### src/rtl/debounce_pkg.sv
// Shared types and constants for the multi-channel debouncer.
//   db_state_e : per-channel state, encoded as {debounced level, counter non-zero}
//   SYNC_MIN/SYNC_MAX : legal range for the synchroniser depth
package debounce_pkg;

    typedef enum logic [1:0] {
        STABLE_LO = 2'b00,
        PEND_HI   = 2'b01,
        STABLE_HI = 2'b10,
        PEND_LO   = 2'b11
    } db_state_e;

    localparam int unsigned SYNC_MIN = 2;
    localparam int unsigned SYNC_MAX = 4;

    // The state is never stored on its own; it is recovered from the level and counter.
    function automatic db_state_e enc_state(input logic level, input logic pending);
        return db_state_e'({level, pending});
    endfunction

endpackage

### src/rtl/debounce_ch.sv
// One debouncer channel: synchroniser chain, stability counter, state machine, edge pulses.
// Ports:
//   clk, reset_n  : clock and asynchronous active-low reset
//   switch_in     : raw asynchronous input bit
//   thr           : stability threshold, already clamped to >= 1 by the parent
//   switch_out    : debounced level (registered)
//   rise, fall    : registered single-cycle pulses on switch_out 0->1 / 1->0
//   busy          : a candidate change is pending (counter non-zero)
module debounce_ch
    import debounce_pkg::*;
#(
    parameter int unsigned CNT_W       = 16,
    parameter int unsigned SYNC_STAGES = 2,
    parameter logic        INIT_BIT    = 1'b0
) (
    input  logic             clk,
    input  logic             reset_n,
    input  logic             switch_in,
    input  logic [CNT_W-1:0] thr,
    output logic             switch_out,
    output logic             rise,
    output logic             fall,
    output logic             busy
);

    logic [SYNC_STAGES-1:0] sync_q, sync_d;
    logic [CNT_W-1:0]       cnt_q, cnt_d;
    logic                   out_q, out_d;
    logic                   rise_q, rise_d;
    logic                   fall_q, fall_d;

    logic                   s;
    logic                   at_thr;
    db_state_e              state;

    assign s      = sync_q[SYNC_STAGES-1];
    assign state  = enc_state(out_q, cnt_q != '0);
    // cnt_q counts mismatches already seen; this cycle's mismatch is number cnt_q+1.
    // >= (not ==) lets a lowered threshold commit on the next mismatch cycle.
    assign at_thr = (cnt_q >= (thr - CNT_W'(1)));

    always_comb begin
        sync_d = {sync_q[SYNC_STAGES-2:0], switch_in};
        cnt_d  = '0;
        out_d  = out_q;
        rise_d = 1'b0;
        fall_d = 1'b0;

        unique case (state)
            STABLE_LO: begin
                if (s) begin
                    if (at_thr) begin
                        out_d  = 1'b1;
                        rise_d = 1'b1;
                    end else begin
                        cnt_d = CNT_W'(1);
                    end
                end
            end
            PEND_HI: begin
                // A low sample drops the candidate; cnt_d stays 0.
                if (s) begin
                    if (at_thr) begin
                        out_d  = 1'b1;
                        rise_d = 1'b1;
                    end else begin
                        cnt_d = cnt_q + CNT_W'(1);
                    end
                end
            end
            STABLE_HI: begin
                if (!s) begin
                    if (at_thr) begin
                        out_d  = 1'b0;
                        fall_d = 1'b1;
                    end else begin
                        cnt_d = CNT_W'(1);
                    end
                end
            end
            PEND_LO: begin
                if (!s) begin
                    if (at_thr) begin
                        out_d  = 1'b0;
                        fall_d = 1'b1;
                    end else begin
                        cnt_d = cnt_q + CNT_W'(1);
                    end
                end
            end
        endcase
    end

    always_ff @(posedge clk or negedge reset_n) begin
        if (!reset_n) begin
            sync_q <= {SYNC_STAGES{INIT_BIT}};
            cnt_q  <= '0;
            out_q  <= INIT_BIT;
            rise_q <= 1'b0;
            fall_q <= 1'b0;
        end else begin
            sync_q <= sync_d;
            cnt_q  <= cnt_d;
            out_q  <= out_d;
            rise_q <= rise_d;
            fall_q <= fall_d;
        end
    end

    assign switch_out = out_q;
    assign rise       = rise_q;
    assign fall       = fall_q;
    assign busy       = (cnt_q != '0);

endmodule

### src/rtl/debounce_multi.sv
// Multi-channel switch debouncer: N_CH independent channels sharing one stability threshold.
// Ports:
//   clk, reset_n  : clock and asynchronous active-low reset
//   switch_in     : raw asynchronous inputs, one bit per channel
//   stable_cycles : consecutive mismatch cycles needed to accept a change (0 behaves as 1)
//   switch_out    : debounced levels
//   rise, fall    : single-cycle pulses on debounced 0->1 / 1->0 transitions
//   busy          : per-channel candidate change pending
module debounce_multi
    import debounce_pkg::*;
#(
    parameter int unsigned     N_CH        = 4,
    parameter int unsigned     CNT_W       = 16,
    parameter int unsigned     SYNC_STAGES = 2,
    parameter logic [N_CH-1:0] INIT_VAL    = '0
) (
    input  logic             clk,
    input  logic             reset_n,
    input  logic [N_CH-1:0]  switch_in,
    input  logic [CNT_W-1:0] stable_cycles,
    output logic [N_CH-1:0]  switch_out,
    output logic [N_CH-1:0]  rise,
    output logic [N_CH-1:0]  fall,
    output logic [N_CH-1:0]  busy
);

    if ((SYNC_STAGES < SYNC_MIN) || (SYNC_STAGES > SYNC_MAX)) begin : g_bad_sync
        $error("debounce_multi: SYNC_STAGES must be within 2..4");
    end

    logic [CNT_W-1:0] thr;

    assign thr = (stable_cycles == '0) ? CNT_W'(1) : stable_cycles;

    for (genvar ch = 0; ch < N_CH; ch++) begin : g_ch
        debounce_ch #(
            .CNT_W      (CNT_W),
            .SYNC_STAGES(SYNC_STAGES),
            .INIT_BIT   (INIT_VAL[ch])
        ) u_ch (
            .clk       (clk),
            .reset_n   (reset_n),
            .switch_in (switch_in[ch]),
            .thr       (thr),
            .switch_out(switch_out[ch]),
            .rise      (rise[ch]),
            .fall      (fall[ch]),
            .busy      (busy[ch])
        );
    end

endmodule

### config.mk
export PLATFORM = sky130hd
export DESIGN_NAME = debounce_multi
export DESIGN_NICKNAME = d
export VERILOG_FILES = /design/src/rtl/debounce_pkg.sv /design/src/rtl/debounce_ch.sv /design/src/rtl/debounce_multi.sv
export SDC_FILE = /design/constraint.sdc
export NUM_CORES = 1
export LEC_CHECK = 0
export CORE_MARGIN = 1.5
export CORE_UTILIZATION = 45
export DETAILED_ROUTE_END_ITERATION = 10
export HOLD_SLACK_MARGIN = 0.15
export PLACE_DENSITY = 0.66
export SYNTH_ARGS = -nofsm -noshare
export SYNTH_HDL_FRONTEND = slang
export SYNTH_SLANG_ARGS = --single-unit
### constraint.sdc
create_clock -name clk -period 2.2 [get_ports clk]
set_input_delay 0.44 -clock clk [delete_from_list [all_inputs] [get_ports clk]]
set_output_delay 0.44 -clock clk [all_outputs]
set_load 0.03 [all_outputs]
==> results of run 1 <==
-- flip-flops by register name, summed over array words and instances (netlist names) --
register,cells
g_ch.u_ch.switch_out,4
g_ch.u_ch.fall,4
g_ch.u_ch.sync_q,8
g_ch.u_ch.rise,4
g_ch.u_ch.cnt_q,64
-- what timing repair did --
| item | 4_1_cts | 5_1_grt |
|---|---|---|
| buffers inserted | 9 | 11 |
| hold buffers | 1 | 0 |
| gates cloned | 4 | 2 |
| setup endpoints to repair | 80 | 80 |
| hold endpoints to repair | 14 | 0 |
| gates resized for setup | 107 | 82 |
| pin swaps | 56 | 43 |
-- worst max path at each step --
stage | slack (ps) | depth (start not counted) | startpoint | end
2_1_floorplan | -1200 | 14 | stable_cycles[4] | g_ch[3].u_ch.cnt_q[10]
3_3_place_gp | -1780 | 14 | stable_cycles[0] | g_ch[2].u_ch.fall
3_5_place_dp | -1860 | 14 | stable_cycles[0] | g_ch[2].u_ch.cnt_q[10]
4_1_cts | -1140 | 14 | stable_cycles[6] | g_ch[1].u_ch.cnt_q[0]
5_1_grt | -1250 | 14 | stable_cycles[6] | g_ch[1].u_ch.cnt_q[0]
6_report | -1160 | 14 | stable_cycles[6] | g_ch[1].u_ch.cnt_q[0]
-- stage by stage --
step	std cells	total power, mW	setup slack (ps)	TNS, ps
after floorplan	592	1.87	-1200	-82320
after global placement	882	2.15	-1780	-128400
after detailed placement	882	2.17	-1860	-134210
after CTS	909	3.70	-1140	-78080
after global routing	920	3.88	-1250	-85370
final	920	3.73	-1160	-76490
-- critical path, stage by stage --
cell and delay (ps):
buf_6 90, or3_4 390, nor4_4 250, a31oi_4 150, ha_4 210, buf_6 140, xnor2_4 140, ha_4 160
a22o_1 200, o41ai_2 390, a21oi_1 160, a221o_2 430, buf_12 170, a221oi_2 280
-- cell families (layout without fill, tap and decap cells) --
group / Yosys count / in the layout / share of synthesized area [%]
AOI/OAI and AO/OA: 110 / 110 / 15.6
xor gates and xnor gates: 70 / 70 / 10.4
adders and majority gates: 69 / 69 / 14.6
buffers and inverters: 46 / 202 / 4.23
DFF: 84 / 84 / 35.6
muxes: 4 / 4 / 0.804
and+or+nand+nor: 209 / 209 / 18.8
-- area by class of cell --
| cell class | count | area (um2) | area share (%) |
|---|---|---|---|
| clock buffers | 12 | 267 | 3.07 |
| clock inverters | 4 | 32.5 | 0.375 |
| inverters | 18 | 67.6 | 0.779 |
| multi-input cells | 462 | 4450 | 51.3 |
| flip-flops and latches | 84 | 2100 | 24.2 |
| well taps | 172 | 215 | 2.48 |
| repair buffers | 168 | 1540 | 17.8 |
-- power groups by stage --
stage	Combinational, mW	Clock [mW]	Sequential [mW]
3_5_place_dp	0.560	0	1.61
5_1_grt	0.695	1.60	1.59
3_3_place_gp	0.538	0	1.61
6_report	0.642	1.50	1.58
2_1_floorplan	0.259	0	1.62
4_1_cts	0.585	1.53	1.58
-- metal layers --
metal / part of all wire, % / up-vias / global-route usage [%]
li1: - / 2502 / -
met1: 44 / 2568 / 29.2
met2: 51 / 81 / 39.7
met3: 3.0 / 20 / 5.09
met4: 2.1 / 0 / 6.55
met5: 0 / - / 0
-- cells in the final DEF (no fill, tap or decap), drive strengths merged, types with 18 or more instances in the layout --
cell	instances
xor2	50
buf	135
nor2	28
nand2	43
ha	69
and3	21
a211oi	37
nor3	32
inv	18
nand3	26
xnor2	20
clkbuf	20
dfrtp	84
==> impl_metrics.yaml, run 1 <==
critical_path:
  timing.rr.end: "g_ch[1].u_ch.cnt_q[0]"
  reg2reg_slack_ps: -310
  cp-end-kind: "flop"
  critPathArrivalTime_ps: 3610
  reg2reg_from: "g_ch[1].u_ch.cnt_q[5]"
  critPathLaunchType: "input pin"
  reg2reg_depth: 7
  path_class: "input pin to flop"
  cp_max_fo: 8
  crit_required_ps: 2450
outcome:
  violations: "setup timing"
  status: "finished with violations"
route:
  firstDrtPassIters: 5
  ant_nets: 0
  dr_total_vias: 5171
  avgViaCountPerCell: 5.62
  drtIter0Drc: 312
  wirelength_um: 16300
  routedWlPerCell_um: 17.7
  drc_errors: 0
cells_and_area:
  syn_to_final_growth_pct: 46.7
  num_antenna_cells: 0
  final_area_mm2: 0.00867
  final_util_pct: 68.1
  fillCellCount: 964
  fin_nets: 834
  final_layout_size_suffix_gt1_share_pct: 40.1
power:
  peakVddDrop_mv: 0.453
  combPwrFrac_pct: 17.2
  sw_frac_of_total_pct: 27.1
  power.leakage_nw: 3.92
  p_sw_mw: 1.01
  internal_power_mw: 2.72
  clkPwrFrac_pct: 40.3
  pwr-share-seq_pct: 42.5
  power_density_mw_per_mm2: 430
floorplan:
  dieArea_mm2: 0.0138
  initial_core_util_pct: 46.4
  coreArea_mm2: 0.0127
  rows: 41
  ioPinCount: 38
  dieWidth_um: 118
  die_h_um: 118
synth:
  synth_cell_types: 50
  syn_area_mm2: 0.00591
  yosysMostFrequentCell: "dfrtp_1"
  synth_area_leader_cell: "dfrtp_1"
  ys.warnings.count: 0
  ys.flop_type: "dfrtp_1"
  yosysSeqAreaShare_pct: 35.6
  postSynth.asyncResetShare_pct: 100
  synthTopCellsByCount: "dfrtp_1, ha_1, xor2_1"
  synth_edf_count: 0
  syn_nets: 683
  ys_ff_latch: 84
  syn_avg_cell_area_um2: 9.98
  synth.area.top_cells: "dfrtp_1, ha_1, xor2_1"
  synthesis.instances: 592
  synth_top_cell_area_share_pct: 35.6
min_path:
  hold_end: "g_ch[2].u_ch.sync_q[1]"
  worst_hold_path_type: "flop to flop"
  min_from: "g_ch[2].u_ch.sync_q[0]"
  min_path_cells: 0
timing:
  hold_violations: 0
  finalCriticalPeriod_ps: 3360
  finalSetupViolations: 76
  max_freq_mhz: 298
  setup_slack_ps: -1160
  worstMarginPinSlew_ps: 469
  worst_hold_slack_ps: 353
  finalCritPeriodShare_pct: 153
  fin_skew_ps: 6.86
  relSlewSlack_pct: 68.4
  rsz0062_at_grt: "true"
  slew_viol_final: 0
place:
  port_buffers: 37
  gp_congestion: 0.872
  dp_hpwl_um: 11100
  dpl-instance-area_mm2: 0.00748
clock_network:
  cts.sinks: 84
  cts_max_level: 3
  clockBufferDepth: 2
  cts_root_buf: "clkbuf_16"
  cts_buffers: 9
  clk_pin_slew_ps: 60
  clk_latency_ps: 360
  cts_tree: "yes"
grt:
  antenna_found_initial: 0
  grt_pass1_vias: 5206
  grt_usage_pct: 23.1
  grt_overflow: 0
  grt_pass1_wl_um: 25500
  grt_max_degree: 41
run:
  drv_cap: 0
(Power assumes the default switching activity.)
==> run 2: changes to the inputs <==
--- a/config.mk
+++ b/config.mk
@@ -10,6 +10,7 @@
 export DETAILED_ROUTE_END_ITERATION = 10
 export HOLD_SLACK_MARGIN = 0.15
 export PLACE_DENSITY = 0.66
+export REMOVE_ABC_BUFFERS = 1
 export SYNTH_ARGS = -nofsm -noshare
 export SYNTH_HDL_FRONTEND = slang
 export SYNTH_SLANG_ARGS = --single-unit
==> impl_metrics.yaml, run 2 (synthesized netlist as in run 1, its figures left out) <==
cells_and_area:
  fin_nets: 854
  fillCellCount: 875
  max_flop_register: "g_ch.u_ch.cnt_q"
  reg_top3: "g_ch.u_ch.cnt_q: 64 flops, g_ch.u_ch.sync_q: 8 flops"
  layout_common_cells: "buf_4, dfrtp_1, ha_1"
  final_layout_size_suffix_gt1_share_pct: 42.6
  syn_to_final_growth_pct: 49.4
  fin_cells: 940
  num_antenna_cells: 0
  largest_reg_flops: 64
  final_common_cell: "buf_4"
  multi_input_area_mm2: 0.00448
  seq_area_mm2: 0.00210
  final_util_pct: 69.4
grt:
  grt_pass1_wl_um: 27600
  grt_pass1_vias: 5661
  grt_max_degree: 41
  grt_overflow: 0
  grt_usage_pct: 24.8
  antenna_found_initial: 0
clock_network:
  clockBufferDepth: 2
  clk_latency_ps: 350
  cts_tree: "yes"
  clk_pin_slew_ps: 60
  cts_buffers: 9
  cts_root_buf: "clkbuf_16"
  cts_max_level: 3
  cts.sinks: 84
power:
  internal_power_mw: 2.65
  power_mw: 3.64
  p_sw_uw: 993
  pwr-share-seq_pct: 43.5
  clkPwrFrac_pct: 38.5
  power_density_mw_per_mm2: 412
  peakVddDrop_mv: 0.343
  sw_frac_of_total_pct: 27.3
  power.leakage_nw: 4.01
  combPwrFrac_pct: 18.0
floorplan:
  ioPinCount: 38
  die_h_um: 118
  coreArea_mm2: 0.0127
  dieWidth_um: 118
  rows: 41
  initial_core_util_pct: 46.4
  dieArea_mm2: 0.0138
timing:
  tns_ps: -85810
  max_freq_mhz: 290
  fin_skew_ps: 5.73
  worstMarginPinSlew_ps: 1360
  slew_viol_final: 0
  relSlewSlack_pct: 8.64
  finalCritPeriodShare_pct: 157
  rsz0062_at_grt: "true"
  setup_slack_ps: -1250
  finalCriticalPeriod_ps: 3450
  hold_violations: 0
  finalSetupViolations: 76
place:
  dp_hpwl_um: 11700
  port_buffers: 37
  place_ws_ps: -2220
  dp.cells: 899
  gp_congestion: 0.947
outcome:
  status: "finished with violations"
  violations: "setup timing"
critical_path:
  cp_max_fo: 7
  path_class: "input pin to flop"
  slowest_stage: "or4_4"
  reg2reg_depth: 7
  critPathLaunchType: "input pin"
  cp-end-kind: "flop"
  crit_chain: "buf_8 > or4_4 > a21oi_1 > nor2b_2 > xnor2_2 > ha_1 > a21o_1 > a21oi_2 > nand3_4 > a221o_2 > buf_6 > a211oi_2"
  critPathMaxStageDelay_ps: 570
  crit_required_ps: 2460
  critPathArrivalTime_ps: 3710
route:
  drc_errors: 0
  routedWlPerCell_um: 18.6
  dr_total_vias: 5394
  firstDrtPassIters: 4
  drtIter0Drc: 220
  wirelength_um: 17400
  avgViaCountPerCell: 5.74
  ant_nets: 0
run:
  drv_cap: 0
min_path:
  min_path_cells: 0
  worst_hold_path_type: "flop to flop"
==> run 2: cell types whose count changed in the layout (fill, tap and decap cells not counted), sizes merged <==
cell           change
buf               +23
clkbuf             -4
dlygate4sd2        +3
clkdlybuf4s15      -1
dlymetal6s2s       -1
==> run 2: stage by stage <==
stage,instance area (um2),hold WS [ps]
after floorplan,5730,144
after global placement,7320,333
after detailed placement,7320,336
after CTS,8410,349
after global routing,8830,350
final,8830,349
==> run 2: routing by layer <==
layer  vias to the layer above  part of all wire, %  GRT usage, %
met5                         -                    0             0
met3                        45                  3.4          3.59
met1                      2685                   41          30.1
met4                         0                  3.6          11.5
met2                       123                   52          43.4
li1                       2541                    -             -
==> run 2: final cells by class <==
class,count,area share [%]
multi-input combinational,462,50.7
sequential,84,23.8
timing repair buffer,188,19.2
clock buffer,12,2.79
tap,172,2.44
inverter,18,0.765
clock inverter,4,0.283
==> run 2: power by group through the flow <==
stage	Sequential (mW)	Clock [mW]	Combinational [mW]
2_1_floorplan	1.62	0	0.214
3_3_place_gp	1.61	0	0.507
3_5_place_dp	1.61	0	0.527
4_1_cts	1.58	1.44	0.591
5_1_grt	1.59	1.50	0.706
6_report	1.58	1.40	0.655
==> run 2: what timing repair did <==
action | 4_1_cts | 5_1_grt
hold buffers | 1 | 0
buffers inserted | 19 | 12
resized for setup | 174 | 86
pin swaps | 101 | 50
endpoints found under the setup margin | 80 | 80
endpoints found under the hold margin | 38 | 0
gates cloned | 2 | 0
==> run 2: final timing paths <==
path / slack (ps) / startpoint / end
setup / recovery: -1250 / stable_cycles[0] / g_ch[1].u_ch.cnt_q[12]
hold / removal: 350 / g_ch[0].u_ch.sync_q[0] / g_ch[0].u_ch.sync_q[1]
setup reg to reg: -370 / g_ch[1].u_ch.cnt_q[5] / g_ch[1].u_ch.cnt_q[12]
hold reg to reg: 350 / g_ch[0].u_ch.sync_q[0] / g_ch[0].u_ch.sync_q[1]
max in group asynchronous: 890 / reset_n / g_ch[1].u_ch.rise
min in group asynchronous: 630 / reset_n / g_ch[2].u_ch.switch_out
==> run 2: worst max-delay path, delay by kind of cell <==
family | cells | cell delay [ps]
compound gates | 5 | 1540
simple gates | 3 | 950
fa+ha+maj | 1 | 320
buf+inv | 2 | 270
xor+xnor | 1 | 180
